### config.mk
export PLATFORM = sky130hd
export DESIGN_NAME = updn_counter_flat
export DESIGN_NICKNAME = d
export VERILOG_FILES = /design/src/rtl/updn_counter_if.sv /design/src/rtl/updn_counter.sv /design/src/flat_wrapper.sv
export SDC_FILE = /design/constraint.sdc
export NUM_CORES = 1
export LEC_CHECK = 0
export BUFFER_PORTS_ARGS = -buffer_cell sky130_fd_sc_hd__buf_2
export CORE_MARGIN = 3
export CORE_UTILIZATION = 40
export CTS_BUF_LIST = sky130_fd_sc_hd__clkbuf_4 sky130_fd_sc_hd__clkbuf_8
export DETAILED_ROUTE_END_ITERATION = 10
export HOLD_SLACK_MARGIN = 0.15
export PLACE_DENSITY = 0.74
export SLEW_MARGIN = 5
export SYNTH_ARGS = -nofsm -noshare
export SYNTH_HDL_FRONTEND = slang
export SYNTH_SLANG_ARGS = --single-unit
### constraint.sdc
create_clock -name clk -period 2.7 [get_ports clk]
set_clock_uncertainty 0.2 [all_clocks]
set_input_delay 0.135 -clock clk [delete_from_list [all_inputs] [get_ports clk]]
set_output_delay 0.135 -clock clk [all_outputs]
set_load 0.005 [all_outputs]
### src/rtl/updn_counter_if.sv
// Control and status bundle for updn_counter.
// The sat signal exists only when UPDN_SAT_EN is defined.
interface updn_counter_if #(
    parameter int unsigned WIDTH = 8,
    parameter int unsigned STEPW = 4
);
    logic             en;
    logic             dir;
    logic             ld;
    logic [WIDTH-1:0] ld_val;
    logic [STEPW-1:0] step;
`ifdef UPDN_SAT_EN
    logic             sat;
`endif
    logic             clr_flags;
    logic [WIDTH-1:0] q;
    logic [1:0]       state;
    logic             tc;
    logic             ovf;
    logic             unf;

    // Master drives the controls and observes the count.
    modport master (
        output en, dir, ld, ld_val, step,
`ifdef UPDN_SAT_EN
        output sat,
`endif
        output clr_flags,
        input  q, state, tc, ovf, unf
    );

    // Slave is the counter itself.
    modport slave (
        input  en, dir, ld, ld_val, step,
`ifdef UPDN_SAT_EN
        input  sat,
`endif
        input  clr_flags,
        output q, state, tc, ovf, unf
    );
endinterface

### src/rtl/updn_counter.sv
// Modulo-N up/down counter with programmable step, parallel load and sticky flags.
// Saturate mode (sat input) is built only when UPDN_SAT_EN is defined; otherwise it always wraps.
module updn_counter #(
    parameter int unsigned     WIDTH   = 8,
    parameter longint unsigned MODULUS = 64'd1 << WIDTH,
    parameter int unsigned     STEPW   = 4
) (
    input logic           clk,
    input logic           rst_n,
    updn_counter_if.slave bus
);
    // One extra bit so q + step and q + MODULUS never overflow.
    localparam int unsigned XW = WIDTH + 1;

    localparam logic [XW-1:0]    MOD  = XW'(MODULUS);
    localparam logic [WIDTH-1:0] MAXQ = WIDTH'(MODULUS - 64'd1);

    typedef enum logic [1:0] {
        ST_HOLD = 2'd0,
        ST_UP   = 2'd1,
        ST_DOWN = 2'd2,
        ST_LOAD = 2'd3
    } op_e;

    op_e              state_r, state_nxt;
    logic [WIDTH-1:0] q_r, q_nxt;
    logic             tc_r, tc_nxt;
    logic             ovf_r, ovf_nxt;
    logic             unf_r, unf_nxt;

    logic [XW-1:0]    q_x;
    logic [XW-1:0]    step_x;
    logic [XW-1:0]    sum_x;
    logic             up_cross;
    logic             dn_cross;
    logic [WIDTH-1:0] up_wrap;
    logic [WIDTH-1:0] up_plain;
    logic [WIDTH-1:0] dn_wrap;
    logic [WIDTH-1:0] dn_plain;
    logic [WIDTH-1:0] ld_clamped;
    logic             ovf_set;
    logic             unf_set;

    // Arithmetic candidates for every operation, evaluated each cycle.
    always_comb begin
        q_x        = {1'b0, q_r};
        step_x     = XW'(bus.step);
        sum_x      = q_x + step_x;
        up_cross   = (sum_x >= MOD);
        dn_cross   = (q_x < step_x);
        up_wrap    = WIDTH'(sum_x - MOD);
        up_plain   = WIDTH'(sum_x);
        dn_wrap    = WIDTH'(q_x + MOD - step_x);
        dn_plain   = WIDTH'(q_x - step_x);
        ld_clamped = ({1'b0, bus.ld_val} >= MOD) ? MAXQ : bus.ld_val;
    end

    // Operation select and next-state values; ld beats en, up beats down.
    always_comb begin
        state_nxt = ST_HOLD;
        q_nxt     = q_r;
        tc_nxt    = 1'b0;
        ovf_set   = 1'b0;
        unf_set   = 1'b0;

        if (bus.ld) begin
            state_nxt = ST_LOAD;
            q_nxt     = ld_clamped;
        end else if (bus.en && bus.dir) begin
            state_nxt = ST_UP;
            if (up_cross) begin
                tc_nxt  = 1'b1;
                ovf_set = 1'b1;
`ifdef UPDN_SAT_EN
                q_nxt   = bus.sat ? MAXQ : up_wrap;
`else
                q_nxt   = up_wrap;
`endif
            end else begin
                q_nxt = up_plain;
            end
        end else if (bus.en) begin
            state_nxt = ST_DOWN;
            if (dn_cross) begin
                tc_nxt  = 1'b1;
                unf_set = 1'b1;
`ifdef UPDN_SAT_EN
                q_nxt   = bus.sat ? '0 : dn_wrap;
`else
                q_nxt   = dn_wrap;
`endif
            end else begin
                q_nxt = dn_plain;
            end
        end

        // A set on the same edge as a clear wins.
        ovf_nxt = (ovf_r & ~bus.clr_flags) | ovf_set;
        unf_nxt = (unf_r & ~bus.clr_flags) | unf_set;
    end

    always_ff @(posedge clk) begin
        if (!rst_n) begin
            state_r <= ST_HOLD;
            q_r     <= '0;
            tc_r    <= 1'b0;
            ovf_r   <= 1'b0;
            unf_r   <= 1'b0;
        end else begin
            state_r <= state_nxt;
            q_r     <= q_nxt;
            tc_r    <= tc_nxt;
            ovf_r   <= ovf_nxt;
            unf_r   <= unf_nxt;
        end
    end

    assign bus.q     = q_r;
    assign bus.state = state_r;
    assign bus.tc    = tc_r;
    assign bus.ovf   = ovf_r;
    assign bus.unf   = unf_r;

endmodule

### src/flat_wrapper.sv
// flat-port wrapper written by rule: the top's interface ports become plain ports
module updn_counter_flat 
#(
    parameter int unsigned     WIDTH   = 8,
    parameter longint unsigned MODULUS = 64'd1 << WIDTH,
    parameter int unsigned     STEPW   = 4
)
  (clk, rst_n, bus_en, bus_dir, bus_ld, bus_ld_val, bus_step, bus_clr_flags, bus_q, bus_state, bus_tc, bus_ovf, bus_unf);
  updn_counter_if #(.WIDTH(WIDTH), .STEPW(STEPW)) bus_i ();
  input logic clk;
  input logic rst_n;
  input wire logic [$bits(bus_i.en)-1:0] bus_en;
  input wire logic [$bits(bus_i.dir)-1:0] bus_dir;
  input wire logic [$bits(bus_i.ld)-1:0] bus_ld;
  input wire logic [$bits(bus_i.ld_val)-1:0] bus_ld_val;
  input wire logic [$bits(bus_i.step)-1:0] bus_step;
  input wire logic [$bits(bus_i.clr_flags)-1:0] bus_clr_flags;
  output wire logic [$bits(bus_i.q)-1:0] bus_q;
  output wire logic [$bits(bus_i.state)-1:0] bus_state;
  output wire logic [$bits(bus_i.tc)-1:0] bus_tc;
  output wire logic [$bits(bus_i.ovf)-1:0] bus_ovf;
  output wire logic [$bits(bus_i.unf)-1:0] bus_unf;
  assign bus_i.en = bus_en;
  assign bus_i.dir = bus_dir;
  assign bus_i.ld = bus_ld;
  assign bus_i.ld_val = bus_ld_val;
  assign bus_i.step = bus_step;
  assign bus_i.clr_flags = bus_clr_flags;
  assign bus_q = bus_i.q;
  assign bus_state = bus_i.state;
  assign bus_tc = bus_i.tc;
  assign bus_ovf = bus_i.ovf;
  assign bus_unf = bus_i.unf;
  updn_counter #(.WIDTH(WIDTH), .MODULUS(MODULUS), .STEPW(STEPW)) u_core (.clk(clk), .rst_n(rst_n), .bus(bus_i));
endmodule
==> results of run 1 <==
[routing by layer]
layer,share of wire (%),vias to the layer above
li1,-,531
met1,43,519
met2,50,35
met3,5.7,7
met4,1.5,0
met5,0,-
[power groups by stage]
stage          Combinational, mW  Sequential, mW  Clock [mW]
6_report                   0.188           0.220       0.135
5_1_grt                    0.208           0.222       0.150
4_1_cts                    0.183           0.219       0.139
3_5_place_dp               0.150           0.223           0
3_3_place_gp               0.146           0.222           0
2_1_floorplan              0.106           0.222           0
[through the flow]
stage / power (mW) / utilization [%]
2_1_floorplan: 0.328 / -
3_3_place_gp: 0.368 / 50.8
3_5_place_dp: 0.373 / 50.8
4_1_cts: 0.541 / 62.4
5_1_grt: 0.580 / 63.3
6_report: 0.542 / 63.3
[cell families (layout without fill, tap and decap cells)]
kind of cell	count (synthesis)	count (layout)
muxes	4	4
buffers and inverters	14	67
and+or+nand+nor	46	46
DFF	13	13
adders and majority gates	10	10
xor gates and xnor gates	3	3
AOI/OAI and AO/OA	29	29
[cells in the final DEF, fill, tap and decap left out, types with 2 or more instances in the layout]
master         count
and3_1             4
dfxtp_1           10
a21oi_1            4
xnor2_1            2
dlygate4sd3_1     24
nor2_1            10
a21boi_0           2
o2111ai_1          2
ha_1               7
o21ai_1            3
inv_1              9
nand2_1            9
or3_1              2
fa_1               2
nand2b_1           3
o21ai_0            4
dfxtp_2            3
nor2b_1            6
mux2i_1            3
nand3_1            2
buf_2             30
clkbuf_4           4
[worst max path at each step]
stage	endpoint	slack, ns	cells past startpoint
floorplan	u_core.bus.q[4]	0.64	7
detailed placement	u_core.bus.q[6]	0.50	8
global route	u_core.bus.q[5]	0.006	7
global placement	u_core.bus.q[6]	0.52	8
finish	u_core.bus.q[5]	0.11	7
CTS	u_core.bus.q[5]	0.04	7
[timing repair]
action / 4_1_cts / 5_1_grt
setup endpoints to repair: 0 / 2
endpoints found under the hold margin: 13 / 0
resized for setup: 0 / 6
hold buffers: 24 / 0
[worst max-delay path, delay by kind of cell (launching register included)]
| kind | cells | cell delay (ns) |
|---|---|---|
| adders and majority gates | 1 | 0.31 |
| DFF | 1 | 0.36 |
| AOI/OAI and AO/OA | 2 | 0.28 |
| buffers and inverters | 1 | 0.55 |
| and+or+nand+nor | 2 | 0.51 |
| muxes | 1 | 0.33 |
[flip-flops by register name, summed over array words and instances (netlist names)]
register and cells:
u_core.bus.unf 1, u_core.bus.ovf 1, u_core.bus.tc 1, u_core.bus.state 2, u_core.bus.q 8
[area by class of cell]
type	count	area, µm²	area share, %
sequential	13	264	18.0
clock buffer	4	30.0	2.05
tap	28	35.0	2.39
multi-input combinational	92	714	48.7
inverter	9	33.8	2.30
timing repair buffer	54	390	26.6
==> metrics.md, run 1 <==
| Metric | Value |
|---|---|
| Vias in the first global route | `1066` |
| Clock Tree Buf Depth | `2` |
| Area growth syn-to-layout | `43.0%` |
| Hold_ws | `roughly 0.27 ns` |
| Synth Area in Simple Gates | `25.5%` |
| Die Ht | `~57 µm` |
| Post-route cell area | `approximately 1500 µm²` |
| Reg2reg end | `u_core.bus.q[5]` |
| Placed instance count | `~170` |
| # Post-CTS Setup Buffers | `0` |
| Final critical-path setup slack | `~0.11 ns` |
| Vias per inst | `between 5 and 6` |
| Drt pass-1 iters | `4` |
| Number of enable flip-flop cells after synthesis | `0` |
| Crit path DAT | `roughly 2.6 ns` |
| Hold crit path type | `reg -> reg` |
| Post-synth top cells | `dfxtp_1 (13), nor2_1 (10), inv_1 (9), nand2_1 (9), ha_1 (8)` |
| Leak pwr | `0.709 nW` |
| Critical path peak fanout | `6` |
| Antenna violations before repair | `0` |
| GR Util met1 | `about 22%` |
| Gate power share | `34.6%` |
| Number of port buffers | `30` |
| Minimum clock period | `roughly 2.6 ns` |
| Busiest grt layer | `met2` |
| Iter 0 DRT Violations | `21` |
| H-tree levels | `1` |
| Core Area | `~2300 µm²` |
| Worst reg2reg startpoint | `u_core.bus.q[1]` |
| Routed WL per cell | `approximately 14 µm` |
| Chip width | `approximately 57 µm` |
| Final RePlAce weighted congestion | `~0.85` |
| Synth cell types | `45` |
| Crit-path cells | `ha_1 > or3b_4 > a31oi_4 > o21ai_1 > mux2_1 > nand3_1 > dlygate4sd3_1` |
| Reg power frac | `roughly 41%` |
| Cell Int Power | `~0.37 mW` |
| R2R setup slack | `around 0.11 ns` |
| CP Capture Type | `flop` |
| Max-slew violations | `0` |
| Ys Warns | `0` |
| Post-synth net total | `between 100 and 150` |
| # clock sinks | `13` |
| I/O pin count | `31` |
| Critical path's slowest cell | `dlygate4sd3_1` |
| Tcrit/Tclk final | `a little over nine tenths` |
| Synth async-reset ratio | `0%` |
| Met3 Resource Use GR | `4.83%` |
| Fill cells | `202` |
| Clock share of power | `around a quarter` |
| # rows | `17` |
| R2r worst-path depth | `7` |
| CTS Buf Count | `3` |
| Mux cell area share after synthesis | `4.02%` |
| Die area | `3210 µm²` |
| Worst EP required | `2.73 ns` |
| Maximum vdd drop | `between 0.0005 and 0.0006 V` |
| Gr ovfl total | `0` |
| Root Buffer Master | `clkbuf_4` |
| Netlist Area Pre-Place | `between 1000 and 1500 µm²` |
| Adder-Cell Fraction of Synth Area | `a little over an eighth` |
| Critical Path Start Type | `flop` |
| Cells after Synth | `about 120` |
| Top-area cell type share of the netlist area | `approximately a quarter` |
| Switching Power | `0.170 mW` |
| Number of inserted diodes | `0` |
| Vias | `around 1100` |
| Post-route DRC | `0` |
| Max-cap violation count | `0` |
| Setup TNS | `0 ns` |
| Synth Area in Compound Gates | `around 22%` |
| Sequential cell area fraction in the yosys report | `approximately 25%` |
| Post-synthesis xor/xnor area fraction | `roughly 2.6%` |
| GR Layer Usage met2 | `between 30% and 40%` |
| Largest family of logic cells by synthesized area | `simple AND/OR/NAND/NOR gates` |
| Synth top area cells | `dfxtp_1 (25%), ha_1 (9.8%), fa_1 (3.9%), nor2_1 (3.7%), nor2b_1 (3.7%)` |
| Kind of critical path | `reg -> reg` |
| Initial Utilization | `44.3%` |
| RSZ-0062 raised after global routing | `false` |
| Library cell with the highest instance count after synthesis | `dfxtp_1` |
| Crit. Startpoint | `u_core.bus.q[1]` |
| Nets | `201` |
| Largest net degree at the start of global routing | `15` |
| GRT Total Usage | `between 15 and 20%` |
| Clock latency on the worst-skew pair | `about 0.28 ns` |
| Switching Share | `a little under a third` |
| DP HPWL | `slightly below 2000 µm` |
| Layout cell share with drive strength beyond 1 | `a little over a quarter` |
| CTS tree | `yes` |
| Status | `finished, final reports clean` |
| Final Hold Fails | `0` |
| HP Start | `u_core.bus.ovf` |
| Main flop type after synthesis | `dfxtp_1` |
| Setup WS pre-CTS | `0.498 ns` |
| Slowest Stage Delay on Critical Path | `~0.55 ns` |
| Global-route wire length before repair | `4580 µm` |
| Setup violators final | `0` |
| Fmax | `around 390 MHz` |
| Routed wire length | `between 2000 and 3000 µm` |
| Post-DP Area | `between 1000 and 1500 µm²` |
| Reg clk slew, reported paths | `around 0.08 ns` |
| Post-route insts no fill | `200` |
| Rel. slew slack | `76.4%` |
| Leading area contributor after synthesis | `dfxtp_1` |
| Least-Margin Pin Slew | `approximately 0.35 ns` |
| Pwr Density | `between 300 and 400 nW/µm²` |
| Antenna viol nets, final | `0` |
| Worst hold endpoint | `u_core.bus.ovf` |
| Hold Path Stages | `2` |
| Yosys reg bits | `13` |
| Syn_area_per_cell | `about 8.6 µm²` |
No activity file was read; power rests on OpenSTA's default activity.
==> run 2, diff against run 1 <==
SETUP_SLACK_MARGIN = 0.2   (was default)
==> run 2 against run 1 <==
- sequential power about the same
- clock-buffer cell count is the same
- highest routed layer unchanged
- largest power group unchanged
- die area unchanged
- non-clock buffer count decreased by 3
- worst setup slack better by 0.18 ns
- register-to-register slack improved by 0.18 ns
- cell area down 2.8%
- critical path type unchanged
- global-route usage shrank 0.24 points
- power is 1.9% lower
- sequential cell count unchanged
- sequential share of layout area rose by 0.52 points
- routed wire length decreased by 3.8%
==> metrics.md, run 2 (synthesis results as in run 1) <==
| Metric | Value |
|---|---|
| Drt pass-1 iters | `4` |
| CP Capture Type | `flop` |
| # rows | `17` |
| Leak pwr | `0.692 nW` |
| Gate power share | `between 30% and 40%` |
| Clock latency on the worst-skew pair | `between 0.2 and 0.3 ns` |
| Max-cap violation count | `0` |
| Chip width | `about 57 µm` |
| CP top delay family | `adder cells` |
| Slowest Stage Delay on Critical Path | `roughly 0.55 ns` |
| I/O pin count | `31` |
| Antenna viol nets, final | `0` |
| Cell Int Power | `0.366 mW` |
| Crit-path cells | `inv_1 > ha_1 > fa_1 > o21ai_0 > mux2i_1 > o21ai_0 > dlygate4sd3_1 > and2_1` |
| Root Buffer Master | `clkbuf_4` |
| Number of inserted diodes | `0` |
| Least-Margin Pin Slew | `roughly 0.35 ns` |
| Setup violators final | `0` |
| Final Hold Fails | `0` |
| FF+latch area | `around 260 µm²` |
| Nets | `198` |
| Commonest cells after routing, fill and taps aside | `buf_2 (29), dlygate4sd3_1 (21), nor2_1 (10), dfxtp_1 (10)` |
| Status | `finished, final reports clean` |
| DP HPWL | `between 1500 and 2000 µm` |
| Layout cell share with drive strength beyond 1 | `approximately a quarter` |
| Reg clk slew, reported paths | `0.08 ns` |
| H-tree levels | `1` |
| Clock Tree Buf Depth | `2` |
| Setup TNS | `0 ns` |
| GRT Total Usage | `17.6%` |
| Maximum vdd drop | `between 0.0005 and 0.0006 V` |
| CTS tree | `yes` |
| Vias per inst | `5.32` |
| Critical path peak fanout | `4` |
| Multi-input combinational cell area | `roughly 700 µm²` |
| Hold_ws | `approximately 0.25 ns` |
| Pwr Density | `between 300 and 400 nW/µm²` |
| Area growth syn-to-layout | `39.0%` |
| Antenna violations before repair | `0` |
| Number of port buffers | `30` |
| R2R setup slack | `slightly below 0.3 ns` |
| Minimum clock period | `between 2 and 2.5 ns` |
| Switching Power | `0.166 mW` |
| Initial Utilization | `44.3%` |
| Fill cells | `just over 200` |
| Vias | `1049` |
| Kind of critical path | `reg -> reg` |
| Rel. slew slack | `76.7%` |
| Worst EP required | `2.68 ns` |
| Crit-path most repeated cell | `o21ai_0` |
| Crit path DAT | `2.39 ns` |
| Die Ht | `about 57 µm` |
| Commonest non-fill, non-tap cell in the layout | `buf_2` |
| Switching Share | `between 30% and 40%` |
| # clock sinks | `13` |
| Die area | `between 3000 and 4000 µm²` |
| Final RePlAce weighted congestion | `between 0.8 and 0.9` |
| Number of flip-flops in the largest register | `8` |
| Largest net degree at the start of global routing | `15` |
| Gr ovfl total | `0` |
| Fmax | `slightly above 400 MHz` |
| Critical Path Start Type | `flop` |
| Core Area | `approximately 2300 µm²` |
| Vias in the first global route | `approximately 1000` |
| Iter 0 DRT Violations | `21` |
| Max-slew violations | `0` |
| CTS Buf Count | `3` |
| Clock share of power | `between 20 and 30%` |
| RSZ-0062 raised after global routing | `true` |
| Critical path's slowest cell | `dlygate4sd3_1` |
| Post-route DRC | `0` |
| Routed WL per cell | `about 13 µm` |
| Buffers plus inverters on the worst setup path | `2` |
| Routed wire length | `approximately 2600 µm` |
| Global-route wire length before repair | `between 4000 and 5000 µm` |
| Tcrit/Tclk final | `roughly nine tenths` |
| Hold crit path type | `reg -> reg` |
| Reg power frac | `41.3%` |
## run 2: cell types whose count changed in the layout (fill, tap and decap cells not counted), sizes merged
cell / previous run / this run
dlygate4sd3: 24 / 21
clkbuf: 4 / 5
buf: 30 / 29
## run 2: power groups by stage
stage / clock network (mW) / registers (mW) / logic (mW)
2_1_floorplan: 0 / 0.222 / 0.106
3_3_place_gp: 0 / 0.222 / 0.146
3_5_place_dp: 0 / 0.223 / 0.150
4_1_cts: 0.139 / 0.219 / 0.177
5_1_grt: 0.150 / 0.222 / 0.199
6_report: 0.135 / 0.220 / 0.178
## run 2: final timing paths
kind,start,end,depth (start not counted)
worst min register to register,u_core.bus.ovf,u_core.bus.ovf,2
worst max-delay path,u_core.bus.q[0],u_core.bus.q[1],8
worst min-delay path,u_core.bus.ovf,u_core.bus.ovf,2
worst max register to register,u_core.bus.q[0],u_core.bus.q[1],8
## run 2: stage by stage
stage,area [µm²],power [mW],setup slack (ns),cells,util (%)
after global routing,1430,0.571,0.196,197,61.5
final,1430,0.532,0.290,197,61.5
after CTS,1420,0.535,0.239,197,61.1
after detailed placement,1180,0.373,0.498,172,50.8
after global placement,1180,0.368,0.517,172,50.8
after floorplan,1030,0.328,0.641,119,-
## run 2: per-layer routing
layer	global-route usage [%]	up-vias	part of all wire (%)	wire [µm]
met3	4.83	7	4.9	128
li1	-	523	-	-
met5	0	-	0	0
met1	21.3	490	44	1130
met4	5.42	0	1.6	41
met2	30.0	29	50	1300
## run 2: tightest hold or removal path, delay by kind of cell (launching register included)
| family | cells | cell delay (ns) |
|---|---|---|
| flops | 1 | 0.32 |
| simple gates | 2 | 0.09 |
## run 2: area by class of cell
class,instances,area share [%]
multi-input combinational,92,49.1
timing repair buffer,51,25.4
inverter,9,2.37
clock buffer,4,2.11
tap,28,2.46
sequential,13,18.5
## run 2: timing repair
action | CTS | global route
endpoints found under the setup margin | 0 | 2
endpoints found under the hold margin | 13 | 0
hold buffers | 21 | 0
buffers inserted | 0 | 0
gates resized for setup | 0 | 5
==> run 3, diff against run 2 <==
clock period = 3.1 ns   (was 2.7 ns; I/O delays follow)
==> run 3 against run 2 <==
- critical path type unchanged
- largest power group unchanged
- routed wire length rose by 3.2%
- worst setup slack improved by 0.064 ns
- highest routed layer unchanged
- sequential power fell by 13%
==> metrics.md, run 3 (synthesis results as in run 1) <==
| Metric | Value |
|---|---|
| Crit-path cells | `ha_1 > and3b_1 > a2111oi_4 > o21ai_1 > xnor2_1 > o211a_1 > dlygate4sd3_1` |
| I/O pin count | `31` |
| Die Ht | `roughly 57 µm` |
| Setup TNS | `0 ns` |
| Antenna violations before repair | `0` |
| Nets | `195` |
| CP Capture Type | `flop` |
| Iter 0 DRT Violations | `24` |
| Crit path DAT | `2.72 ns` |
| Final Hold Fails | `0` |
| Post-route cell area | `1390 µm²` |
| Fmax | `between 300 and 400 MHz` |
| Clock Tree Buf Depth | `2` |
| Core Area | `approximately 2300 µm²` |
| Commonest non-fill, non-tap cell in the layout | `buf_2` |
| Rel. slew slack | `76.9%` |
| Status | `finished, final reports clean` |
| Global-route wire length before repair | `4510 µm` |
| Worst EP required | `3.07 ns` |
| CTS tree | `yes` |
| Buffers plus inverters on the worst setup path | `1` |
| Critical Path Start Type | `flop` |
| # Post-CTS Setup Buffers | `0` |
| Routed WL per cell | `between 10 and 15 µm` |
| Commonest cells after routing, fill and taps aside | `buf_2 (30), dlygate4sd3_1 (18), dfxtp_1 (13)` |
| Post-CTS resize count | `0` |
| Root Buffer Master | `clkbuf_4` |
| Max-cap violation count | `0` |
| Clock latency on the worst-skew pair | `~0.29 ns` |
| Post-route DRC | `0` |
| Vias | `about 1100` |
| Vias per inst | `about 5.4` |
| Post-DP Area | `roughly 1200 µm²` |
| H-tree levels | `1` |
| Critical path's slowest cell | `dlygate4sd3_1` |
| Reg clk slew, reported paths | `0.09 ns` |
| Max-slew violations | `0` |
| Post-CTS Hold Buffers | `18` |
| Minimum clock period | `between 2 and 3 ns` |
| Area growth syn-to-layout | `35.2%` |
| Maximum vdd drop | `around 0.00033 V` |
| Leak pwr | `0.683 nW` |
| Kind of critical path | `reg -> reg` |
| Fin util | `between 50% and 60%` |
| Largest net degree at the start of global routing | `15` |
| Pwr Density | `approximately 330 nW/µm²` |
| Final critical-path setup slack | `between 0.3 and 0.4 ns` |
| Drt pass-1 iters | `4` |
| Vias in the first global route | `between 1000 and 1500` |
| Layout cell share with drive strength beyond 1 | `about a quarter` |
| DP HPWL | `between 1500 and 2000 µm` |
| # clock sinks | `13` |
| Gr ovfl total | `0` |
| Die area | `3210 µm²` |
| Chip width | `between 50 and 60 µm` |
| Slowest Stage Delay on Critical Path | `0.54 ns` |
| Final RePlAce weighted congestion | `0.853` |
| Number of inserted diodes | `0` |
| Tcrit/Tclk final | `around nine tenths` |
| # rows | `17` |
| Setup WS pre-CTS | `~0.92 ns` |
| RSZ-0062 raised after global routing | `false` |
| Pwr Total | `approximately 0.46 mW` |
| Routed wire length | `~2700 µm` |
| Least-Margin Pin Slew | `~0.35 ns` |
| Number of flip-flops in the largest register | `8` |
| CTS Buf Count | `3` |
| Critical path peak fanout | `9` |
| CP top delay family | `compound AO/OA/AOI/OAI gates` |
| Initial Utilization | `between 40 and 50%` |
| Setup violators final | `0` |
| Hold crit path type | `in -> reg` |
| Number of port buffers | `30` |
| GRT Total Usage | `17.8%` |
| Antenna viol nets, final | `0` |
==> run 3: cell count changes in the layout (fill, tap and decap cells not counted), sizes merged <==
cell / delta
dlygate4sd3: -3
buf: +1
clkbuf: -1
==> run 3: metrics by stage <==
stage,hold slack (ns),instances
2_1_floorplan,0.0961,119
3_3_place_gp,0.189,172
3_5_place_dp,0.197,172
4_1_cts,0.157,194
5_1_grt,0.178,194
6_report,0.162,194
==> run 3: final timing paths <==
check                                      from  cells past startpoint  slack (ns)               to
worst min register to register   u_core.bus.ovf                      2        0.28   u_core.bus.ovf
worst min-delay path                     bus_ld                      3        0.16  u_core.bus.q[1]
worst max-delay path            u_core.bus.q[3]                      7        0.35  u_core.bus.q[4]
worst max register to register  u_core.bus.q[3]                      7        0.35  u_core.bus.q[4]
==> run 3: worst min-delay path: cells and delay by family <==
kind	cells	cell delay, ns
AOI/OAI and AO/OA	1	0.16
and+or+nand+nor	1	0.11
buffers and inverters	1	0.18
==> run 3: cell type report <==
type	count	area (µm²)
fillers	194	931
inverters	9	33.8
multi-input cells	92	698
repair buffers	48	330
well taps	28	35.0
clock buffers	4	30.0
flip-flops and latches	13	260
==> run 3: per-layer routing <==
| metal | track usage [%] | share of wire (%) | wire [µm] |
|---|---|---|---|
| met5 | 0 | 0 | 0 |
| met1 | 21.6 | 43 | 1160 |
| met3 | 4.60 | 5.4 | 144 |
| met4 | 4.75 | 1.0 | 27 |
| met2 | 30.9 | 51 | 1360 |
==> run 3: power breakdown <==
part	internal, mW	switching (mW)	total (mW)	leakage [nW]
Sequential	0.178	0.0128	0.191	0.107
Clock	0.0588	0.0611	0.120	0.0184
Combinational	0.0782	0.0737	0.152	0.557
Total	0.315	0.148	0.463	0.683
